<file path="config.mk">
export PLATFORM = sky130hd
export DESIGN_NAME = ring_step_scheduler
export DESIGN_NICKNAME = d
export VERILOG_FILES = /design/src/rtl/ring_step_scheduler.sv
export SDC_FILE = /design/constraint.sdc
export NUM_CORES = 1
export LEC_CHECK = 0
export CORE_UTILIZATION = 41
export CTS_CLUSTER_DIAMETER = 50
export CTS_CLUSTER_SIZE = 24
export DETAILED_ROUTE_END_ITERATION = 6
export PLACE_DENSITY = 0.74
export SLEW_MARGIN = 30
export SYNTH_ARGS = -nofsm -noshare
export SYNTH_HDL_FRONTEND = slang
export SYNTH_SLANG_ARGS = --single-unit
</file>
<file path="constraint.sdc">
create_clock -name clk -period 1.17 [get_ports clk]
set_input_delay 0.234 -clock clk [delete_from_list [all_inputs] [get_ports clk]]
set_output_delay 0.234 -clock clk [all_outputs]
set_load 0.03 [all_outputs]
</file>
<file path="src/rtl/ring_step_scheduler.sv">
// ring_step_scheduler
// Shares the advance input of the 7-phase one-hot ring sequencer between two
// requesters. The granted requester gets a burst of N advance pulses. A one-hot
// mirror of the ring position and its boundary marker are kept alongside.
// All outputs are decoded from registered state only.

module ring_step_scheduler #(
    parameter int NPHASE = 7,
    parameter int CNTW   = 3
) (
    input  logic              clk,
    input  logic              rst,
    input  logic [1:0]        req,
    input  logic [CNTW-1:0]   steps0,
    input  logic [CNTW-1:0]   steps1,
    output logic [1:0]        gnt,
    output logic              step,
    output logic              busy,
    output logic [1:0]        done,
    output logic [NPHASE-1:0] phase,
    output logic              marker
);

    // The remaining counter must hold both any request value and NPHASE itself,
    // because a request of 0 stands for a full revolution.
    localparam int PW = $clog2(NPHASE + 1);
    localparam int RW = (CNTW > PW) ? CNTW : PW;

    localparam logic [1:0] IDLE = 2'd0;
    localparam logic [1:0] RUN  = 2'd1;
    localparam logic [1:0] DONE = 2'd2;

    logic [1:0]        state;
    logic              owner;
    logic              ptr;
    logic [RW-1:0]     remaining;

    logic              accept_owner;
    logic [CNTW-1:0]   sel_steps;
    logic [RW-1:0]     load_val;
    logic              owner_req;

    // Choose which requester wins in IDLE and how long its burst will be.
    always_comb begin
        accept_owner = 1'b0;
        if (req == 2'b11) begin
            accept_owner = ptr;
        end else begin
            accept_owner = req[1];
        end
        sel_steps = accept_owner ? steps1 : steps0;
        if (sel_steps == '0) begin
            load_val = RW'(NPHASE);
        end else begin
            load_val = RW'(sel_steps);
        end
        owner_req = owner ? req[1] : req[0];
    end

    // Main sequencing: acceptance, burst stepping with abort, completion.
    always_ff @(posedge clk or negedge rst) begin
        if (!rst) begin
            state     <= IDLE;
            owner     <= 1'b0;
            ptr       <= 1'b0;
            remaining <= '0;
            phase     <= {{(NPHASE-1){1'b0}}, 1'b1};
        end else begin
            case (state)
                IDLE: begin
                    if (req != 2'b00) begin
                        owner     <= accept_owner;
                        remaining <= load_val;
                        state     <= RUN;
                    end
                end
                RUN: begin
                    phase     <= {phase[NPHASE-2:0], phase[NPHASE-1]};
                    remaining <= remaining - RW'(1);
                    if (!owner_req) begin
                        ptr   <= ~owner;
                        state <= IDLE;
                    end else if (remaining == RW'(1)) begin
                        state <= DONE;
                    end
                end
                DONE: begin
                    ptr   <= ~owner;
                    state <= IDLE;
                end
                default: begin
                    state <= IDLE;
                end
            endcase
        end
    end

    // Output decode from registered state only.
    always_comb begin
        gnt    = 2'b00;
        done   = 2'b00;
        step   = 1'b0;
        busy   = (state != IDLE);
        marker = phase[0] | phase[NPHASE-1];
        if (state == RUN) begin
            step       = 1'b1;
            gnt[owner] = 1'b1;
        end
        if (state == DONE) begin
            done[owner] = 1'b1;
        end
    end

endmodule

</file>
==> results of run 1 <==
worst max-delay path by stage:
stage                    startpoint                        to  slack [ns]
3_5_place_dp                 req[0]  remaining[2]$_DFFE_PN0P_       -0.33
2_1_floorplan  state[1]$_DFFE_PN0P_                    gnt[1]       -0.16
4_1_cts        state[1]$_DFFE_PN0P_                    gnt[1]       -0.32
5_1_grt        state[1]$_DFFE_PN0P_                    gnt[1]       -0.39
6_report       state[1]$_DFFE_PN0P_                    gnt[1]       -0.34
3_3_place_gp                 req[1]  remaining[0]$_DFFE_PN0P_       -0.27
worst max-delay path: cells and delay by family (launching register included):
| family | cells | cell delay (ns) |
|---|---|---|
| buf+inv | 3 | 0.31 |
| flops | 1 | 0.39 |
| simple gates | 2 | 0.30 |
routing by layer:
layer / routed length [um] / global-route usage [%] / vias up
met5: 0 / 0 / -
met4: 12 / 7.06 / 0
met3: 55 / 3.53 / 2
met2: 1020 / 32.2 / 16
met1: 888 / 26.2 / 367
li1: - / - / 378
state kept, by name, summed over array words and instances, names as in the netlist:
name       flops
phase          7
remaining      3
state          2
owner          1
ptr            1
final cells by class:
class / instances / area share (%)
Inverter: 5 / 1.63
Multi-Input combinational cell: 66 / 37.6
Tap cell: 25 / 2.40
Timing Repair Buffer: 41 / 29.2
Clock buffer: 4 / 2.02
Sequential cell: 14 / 27.1
synthesized netlist by cell type:
| master | n |
|---|---|
| nand2_1 | 24 |
| dfrtp_1 | 13 |
| nor2_1 | 7 |
| o21bai_1 | 6 |
| o21ai_0 | 5 |
| mux2i_1 | 4 |
| a221oi_2 | 3 |
| inv_1 | 3 |
| buf_6 | 2 |
| ha_1 | 2 |
| o22ai_1 | 2 |
| a21oi_1 | 1 |
| and2_1 | 1 |
| and3_1 | 1 |
| and3b_1 | 1 |
| buf_2 | 1 |
| clkbuf_1 | 1 |
| dfstp_2 | 1 |
| inv_2 | 1 |
| inv_4 | 1 |
| nand2b_1 | 1 |
| nand3b_1 | 1 |
| nor2_2 | 1 |
| nor2b_1 | 1 |
| nor3_1 | 1 |
| nor3b_1 | 1 |
| o21ai_4 | 1 |
| or2_1 | 1 |
| or2_2 | 1 |
kinds of logic (layout without fill, tap and decap cells):
| kind of cell | count (synthesis) | count (layout) | synth area share [%] |
|---|---|---|---|
| muxes | 4 | 4 | 4.96 |
| AOI/OAI and AO/OA | 18 | 18 | 18.4 |
| buffers and inverters | 9 | 50 | 6.51 |
| and+or+nand+nor | 42 | 42 | 23.4 |
| DFF | 14 | 14 | 43.6 |
| adders and majority gates | 2 | 2 | 3.10 |
per-stage QoR:
stage | hold WS, ns | cell area [sq um] | util, % | TNS [ns]
floorplan | -0.0616 | 841 | - | -0.228
global placement | 0.463 | 1090 | 61.1 | -1.39
finish | 0.250 | 1300 | 73.0 | -2.74
global route | 0.250 | 1300 | 73.0 | -3.82
detailed placement | 0.464 | 1090 | 61.1 | -1.62
CTS | 0.251 | 1210 | 68.0 | -1.96
where the power goes:
group          switching (mW)  internal, mW  leakage (nW)
Combinational           0.794         0.788         0.454
Sequential              0.140         0.596         0.176
Clock                   0.161         0.132        0.0150
what timing repair did:
item | CTS | global route
gates resized for setup | 17 | 26
buffers inserted | 7 | 5
pin swaps | 4 | 7
setup endpoints to repair | 11 | 23
==> results by group, run 1 <==
Run status
  • Status: finished, violations left
  • Failing checks: negative setup slack

Final layout
  • Layout Cells excl Fill: 155
  • Layout area overhead: 61.2%
  • Commonest non-fill, non-tap cell in the layout: buf_4
  • Storage cell area: 353 sq um
  • Multi-input gate area: 489 sq um
  • N_diodes: 0
  • Share of cells above drive strength 1: 49.2%
  • Fillers: 140
  • Most frequent cells in the layout: buf_4 (19), nand2_1 (18), buf_6 (13)
  • Fin nets: 143

Placement
  • Placed insts: 141
  • Routability Congestion: 0.807
  • Worst slack, placed: -0.325 ns
  • Detailed placement HPWL: 1.32 mm
  • PortBufs: 23

Clocking
  • H-tree Lvls: 1
  • CTS tree: built
  • Worst skew pair latency: 0.28 ns
  • CTS buffer count: 3
  • Clock Tree Root: clkbuf_4
  • Post-CTS Hold Fix Bufs: 0
  • Bufs on Longest Clock Path: 2
  • Clock Sink Count: 14
  • Clk slew on worst S/H paths: 0.09 ns

Global routing
  • Initial antenna violation count: 0
  • GRT overflow: 0
  • Largest net degree at the start of global routing: 15
  • GRT Overall Usage: 19.9%
  • First-pass GRT wire length: 2.92 mm
  • Vias in the first global route: 656

Power
  • Total power: 2.61 mW
  • Leak: 0.644 nW
  • Peak supply drop: 0.00114 V
  • Pwr dens: 2010 mW/mm^2

Yosys
  • YS warnings: 0
  • #FFs+latches synth: 14
  • Top cell type's share of synthesized area: 40.3%
  • Post-synth cell types: 29
  • Net Count, Synth: 101
  • Mean Syn Cell Area: 9.07 sq um
  • Post-Synthesis Cell Area: 807 sq um
  • Area contributors post-synth: dfrtp_1 (40%), nand2_1 (11%), a221oi_2 (5.6%)
  • Synth area leader: dfrtp_1
  • Synthesized instance count: 89
  • Seq/Total Area, Yosys: 43.6%

Floorplanning
  • Num ports: 24
  • Die ar.: 0.00215 sq mm
  • Initial Utilization: 45.3%
  • Num rows: 15
  • Core area: 0.00178 sq mm
  • Die outline width: 46.4 um
  • Die Y: 46.4 um

Route
  • Final wirelength: 1.98 mm
  • WL per Instance: 12.8 um
  • Initial drt markers: 11
  • Vias per std cell: 4.92
  • DRC viols: 0
  • Antenna-violating nets left: 0
  • First-pass DRT Iterations: 4
  • Via count: 763

Critical path
  • Slowest-stage cell, CP: dfrtp_1
  • Critical path peak fanout: 3
  • Critical path startpoint category: register
  • Crit Reg-Reg Startpoint: state[1]$_DFFE_PN0P_
  • Crit-path max cell delay: 0.39 ns
  • Reg2reg path depth: 7
  • Path type of the worst setup path: reg -> out
  • FF-to-FF setup slack: -0.11 ns
  • Most frequent CP cell: buf_6
  • Crit end category: output port
  • Worst EP required: 0.94 ns
  • Critical Path AT: 1.27 ns
  • Critical path, cell by cell: buf_6, nand2b_4, inv_4, and2_4, buf_6
  • Worst r2r dst: phase[2]$_DFFE_PN0P_

Job
  • Maxcap violations: 0

STA
  • RSZ-0062 raised after global routing: yes
  • Slew headroom: 77.1%
  • Final count of hold timing violations: 0
  • Worst setup margin: -0.336 ns
  • Worst Skew: 0.00813 ns
  • Pins Over Slew Limit: 0
  • Final setup viols: 23
  • Worst-margin pin slew: 0.343 ns
  • FMAX: 0.664 GHz
  • Final min period: 1.51 ns
  • Final period util: 129%

Min path
  • Hold Crit Class: in -> async
Power figures use the tool's default switching activity.
==> inputs of run 2 (changes only) <==
CTS_BUF_LIST = sky130_fd_sc_hd__clkbuf_8 sky130_fd_sc_hd__clkbuf_16   (was default)
PLACE_DENSITY = 0.82   (was 0.74)
==> results by group, run 2 (synthesized netlist as in run 1, its figures left out) <==
Critical path
  • Crit-path max cell delay: 0.38 ns
  • Crit path launch: state[1]$_DFFE_PN0P_
  • CP Buf/Inv Count: 3
  • Worst r2r dst: phase[1]$_DFFE_PN0P_
  • Crit Reg-Reg Startpoint: state[1]$_DFFE_PN0P_
  • Worst EP required: 0.94 ns
  • FF-to-FF setup slack: -0.09 ns
  • Critical Path Sink: gnt[1]
  • Crit end category: output port
  • Critical path startpoint category: register
  • Path type of the worst setup path: reg -> out
  • Crit path max-delay family: flip-flops
  • Critical path, cell by cell: buf_6, nand2b_4, inv_4, and2_4, buf_6
  • Slowest-stage cell, CP: dfrtp_1
  • Critical Path AT: 1.21 ns
  • Reg2reg path depth: 7
  • Critical path peak fanout: 4
  • Critical path depth in cells: 5
  • Most frequent CP cell: buf_6

Global routing
  • First-pass GRT wire length: 2.99 mm
  • Initial antenna violation count: 0
  • Largest net degree at the start of global routing: 15
  • GRT overflow: 0
  • Vias in the first global route: 708
  • GRT Overall Usage: 19.8%

Floorplanning
  • Die outline width: 46.4 um
  • Num ports: 24
  • Core area: 0.00178 sq mm
  • Die ar.: 0.00215 sq mm
  • Die Y: 46.4 um
  • Initial Utilization: 45.3%
  • Num rows: 15

STA
  • Final count of hold timing violations: 0
  • Worst setup margin: -0.279 ns
  • Final setup viols: 17
  • Hold slack: 0.310 ns
  • FMAX: 0.690 GHz
  • Pins Over Slew Limit: 0
  • RSZ-0062 raised after global routing: yes
  • Slew headroom: 77.7%
  • Worst Skew: 0.00361 ns
  • Worst-margin pin slew: 0.334 ns
  • Final min period: 1.45 ns
  • Final period util: 124%

Clocking
  • Clock Tree Root: clkbuf_8
  • Worst skew pair latency: 0.24 ns
  • Clock Sink Count: 14
  • Clk slew on worst S/H paths: 0.06 ns
  • Bufs on Longest Clock Path: 2
  • CTS buffer count: 3
  • CTS tree: built
  • H-tree Lvls: 1

Placement
  • Routability Congestion: 0.790
  • PortBufs: 23
  • Placed insts: 140
  • Detailed placement HPWL: 1.23 mm

Final layout
  • Storage cell area: 353 sq um
  • Max FFs per register: 7
  • Regs by FF count: phase x7, remaining x3, state x2
  • N_diodes: 0
  • Multi-input gate area: 470 sq um
  • Top reg by flops: phase
  • Most frequent cells in the layout: nand2_1 (21), buf_4 (18), buf_6 (12), dfrtp_1 (12), clkdlybuf4s50_1 (7)
  • Share of cells above drive strength 1: 45.3%
  • Post-layout util: 71.7%
  • Fin nets: 141
  • Commonest non-fill, non-tap cell in the layout: nand2_1
  • Layout Cells excl Fill: 153
  • Layout area overhead: 58.5%
  • Fillers: 117

Route
  • First-pass DRT Iterations: 4
  • WL per Instance: 12.9 um
  • Initial drt markers: 4
  • Met3 wire length: 54 um
  • Met2 wire length: 1.01 mm
  • Vias per std cell: 4.96
  • Max Used Layer: met4
  • Via count: 759
  • Wl on met1: 868 um
  • Antenna-violating nets left: 0
  • DRC viols: 0
  • Final wirelength: 1.97 mm

Job
  • Maxcap violations: 0

Run status
  • Failing checks: negative setup slack
  • Status: finished, violations left

Power
  • Total power: 2.66 mW
  • Peak supply drop: 0.00117 V
  • Leak: 0.633 nW
  • Pwr dens: 2080 mW/mm^2

Min path
  • Hold Crit Class: in -> async
run 2: how the worst min path moves through the flow:
stage	from	to	slack, ns	depth (start not counted)
after floorplan	rst	owner$_DFFE_PN0P_	-0.06	0
after global placement	phase[0]$_DFFE_PN1P_	phase[0]$_DFFE_PN1P_	0.46	2
after detailed placement	phase[0]$_DFFE_PN1P_	phase[0]$_DFFE_PN1P_	0.47	2
after CTS	rst	ptr$_DFFE_PN0P_	0.31	2
after global routing	rst	state[1]$_DFFE_PN0P_	0.34	2
final	rst	ptr$_DFFE_PN0P_	0.31	2
run 2: what timing repair did:
action | in CTS | in global routing
resized for setup | 17 | 20
pin swaps | 3 | 5
hold buffers | 0 | 0
setup buffers | 8 | 2
endpoints found under the setup margin | 12 | 22
run 2: routing by layer:
metal  up-vias  GRT usage (%)
li1        375              -
met1       356           24.7
met2        23           31.4
met3         5           2.75
met4         0           12.9
met5         -              0
run 2: final cells by class:
type / count / area share, %
multi-input combinational: 66 / 36.8
timing repair buffer: 39 / 28.0
sequential: 14 / 27.6
clock buffer: 3 / 3.23
tap: 25 / 2.45
inverter: 5 / 1.66
clock inverter: 1 / 0.294
run 2: worst reg2reg max path, cell delays in order, from the launching register on:
cell and delay (ns):
dfrtp_1 0.38, buf_6 0.12, nand2b_4 0.16, buf_4 0.14, buf_6 0.11, buf_6 0.13
nand2_1 0.06, nand2_1 0.05
run 2: where the power goes:
group          total (mW)  switching [mW]  internal (mW)
Clock               0.393           0.162          0.232
Sequential          0.739           0.141          0.598
Combinational        1.53           0.788          0.740
run 2: metrics by stage:
step / TNS [ns] / setup slack (ns) / area (sq um)
3_5_place_dp: -1.59 / -0.334 / 1080
3_3_place_gp: -1.36 / -0.302 / 1080
5_1_grt: -3.15 / -0.340 / 1280
6_report: -2.07 / -0.279 / 1280
4_1_cts: -1.44 / -0.269 / 1220
2_1_floorplan: -0.228 / -0.165 / 841
==> inputs of run 3 (changes only) <==
CORE_MARGIN = 3   (was default)
==> results by group, run 3 (synthesized netlist as in run 1, its figures left out) <==
Run status
  • Status: finished, violations left
  • Failing checks: negative setup slack

Global routing
  • First-pass GRT wire length: 3.19 mm
  • GRT overflow: 0
  • Vias in the first global route: 727
  • Initial antenna violation count: 0
  • Largest net degree at the start of global routing: 15
  • GRT Overall Usage: 17.0%

Clocking
  • Post-CTS Hold Fix Bufs: 0
  • CTS tree: built
  • Clock Sink Count: 14
  • Clk slew on worst S/H paths: 0.06 ns
  • CTS buffer count: 3
  • Clock Tree Root: clkbuf_8
  • Worst skew pair latency: 0.25 ns
  • Bufs on Longest Clock Path: 2
  • H-tree Lvls: 1

Floorplanning
  • Die Y: 50.4 um
  • Die outline width: 50.4 um
  • Die ar.: 0.00254 sq mm
  • Num rows: 15
  • Num ports: 24
  • Initial Utilization: 45.3%
  • Core area: 0.00178 sq mm

Route
  • First-pass DRT Iterations: 4
  • DRC viols: 0
  • Final wirelength: 2.07 mm
  • Via count: 781
  • Vias per std cell: 5.07
  • WL per Instance: 13.4 um
  • Antenna-violating nets left: 0
  • Initial drt markers: 15

STA
  • Final count of hold timing violations: 0
  • Final period util: 125%
  • FMAX: 0.684 GHz
  • Worst setup margin: -0.291 ns
  • Final setup viols: 11
  • RSZ-0062 raised after global routing: yes
  • Worst Skew: 0.000743 ns
  • Worst-margin pin slew: 0.358 ns
  • TNS Setup: -1.70 ns
  • Final min period: 1.46 ns
  • Pins Over Slew Limit: 0
  • Slew headroom: 76.2%

Critical path
  • Crit Reg-Reg Startpoint: state[1]$_DFFE_PN0P_
  • Critical Path Sink: gnt[1]
  • Crit end category: output port
  • Critical path startpoint category: register
  • Critical Path AT: 1.23 ns
  • FF-to-FF setup slack: -0.08 ns
  • Path type of the worst setup path: reg -> out
  • Worst EP required: 0.94 ns
  • Worst r2r dst: ptr$_DFFE_PN0P_
  • Crit path launch: state[1]$_DFFE_PN0P_
  • Critical path peak fanout: 3
  • Reg2reg path depth: 6

Placement
  • Routability Congestion: 0.810
  • PortBufs: 23
  • Detailed placement HPWL: 1.30 mm

Final layout
  • Fin nets: 142
  • Share of cells above drive strength 1: 48.8%
  • Top reg by flops: phase
  • Most frequent cells in the layout: nand2_1 (20), buf_4 (19), buf_6 (12)
  • Post-layout util: 73.3%
  • Regs by FF count: phase x7, remaining x3, state x2
  • Layout area overhead: 62.0%
  • Max FFs per register: 7
  • N_diodes: 0
  • Commonest non-fill, non-tap cell in the layout: nand2_1
  • Fillers: 130
  • Storage cell area: 355 sq um
  • Multi-input gate area: 479 sq um

Job
  • Maxcap violations: 0

Power
  • Leak: 0.642 nW
  • Peak supply drop: 0.00143 V
  • Pwr dens: 2090 mW/mm^2

Min path
  • Hold Crit Class: in -> async
-- run 3: cell count changes in the layout (fill, tap and decap cells not counted), sizes merged --
cell	before	now
buf	30	31
clkbuf	3	4
inv	6	5
-- run 3: through the flow --
step,total power [mW],worst slack [ns],instances,hold WS (ns),cell area (sq um)
2_1_floorplan,1.63,-0.165,89,-0.0616,841
3_3_place_gp,1.90,-0.295,142,0.464,1100
3_5_place_dp,1.95,-0.318,142,0.467,1100
4_1_cts,2.54,-0.291,151,0.302,1220
5_1_grt,2.90,-0.335,154,0.315,1310
6_report,2.73,-0.291,154,0.303,1310
-- run 3: routing by layer --
| metal | vias to the layer above | track usage (%) | routed length, um |
|---|---|---|---|
| met5 | - | 0 | 0 |
| met4 | 0 | 10.8 | 60 |
| met3 | 7 | 3.26 | 120 |
| met2 | 31 | 27.8 | 1040 |
| met1 | 366 | 20.4 | 843 |
| li1 | 377 | - | - |
-- run 3: report_power, final --
part | switching, mW | total (mW) | leakage, nW | internal [mW]
combinational | 0.771 | 1.50 | 0.440 | 0.732
clock | 0.188 | 0.487 | 0.0288 | 0.299
sequential | 0.140 | 0.745 | 0.174 | 0.605
total | 1.10 | 2.73 | 0.642 | 1.64
-- run 3: layout make-up --
cell class | instances | area share [%]
repair buffers | 40 | 27.9
flip-flops and latches | 14 | 27.2
clock buffers | 4 | 4.21
well taps | 25 | 2.39
multi-input cells | 66 | 36.7
inverters | 5 | 1.63
-- run 3: how the worst min path moves through the flow --
stage / end / depth (start not counted)
finish: owner$_DFFE_PN0P_ / 2
global route: owner$_DFFE_PN0P_ / 2
CTS: ptr$_DFFE_PN0P_ / 2
detailed placement: phase[0]$_DFFE_PN1P_ / 2
global placement: phase[0]$_DFFE_PN1P_ / 2
floorplan: owner$_DFFE_PN0P_ / 0
-- run 3: what timing repair did --
item / 4_1_cts / 5_1_grt
gates resized for setup: 18 / 22
cloned: 0 / 0
pin swaps: 3 / 2
buffers inserted: 5 / 3
setup endpoints to repair: 14 / 17
endpoints found under the hold margin: 0 / 0
-- run 3: critical path: stages, from the launching register on --
cell and delay, ns:
dfrtp_1 0.39, buf_6 0.12, nand2b_4 0.15, inv_4 0.06, and2_4 0.13, buf_6 0.12
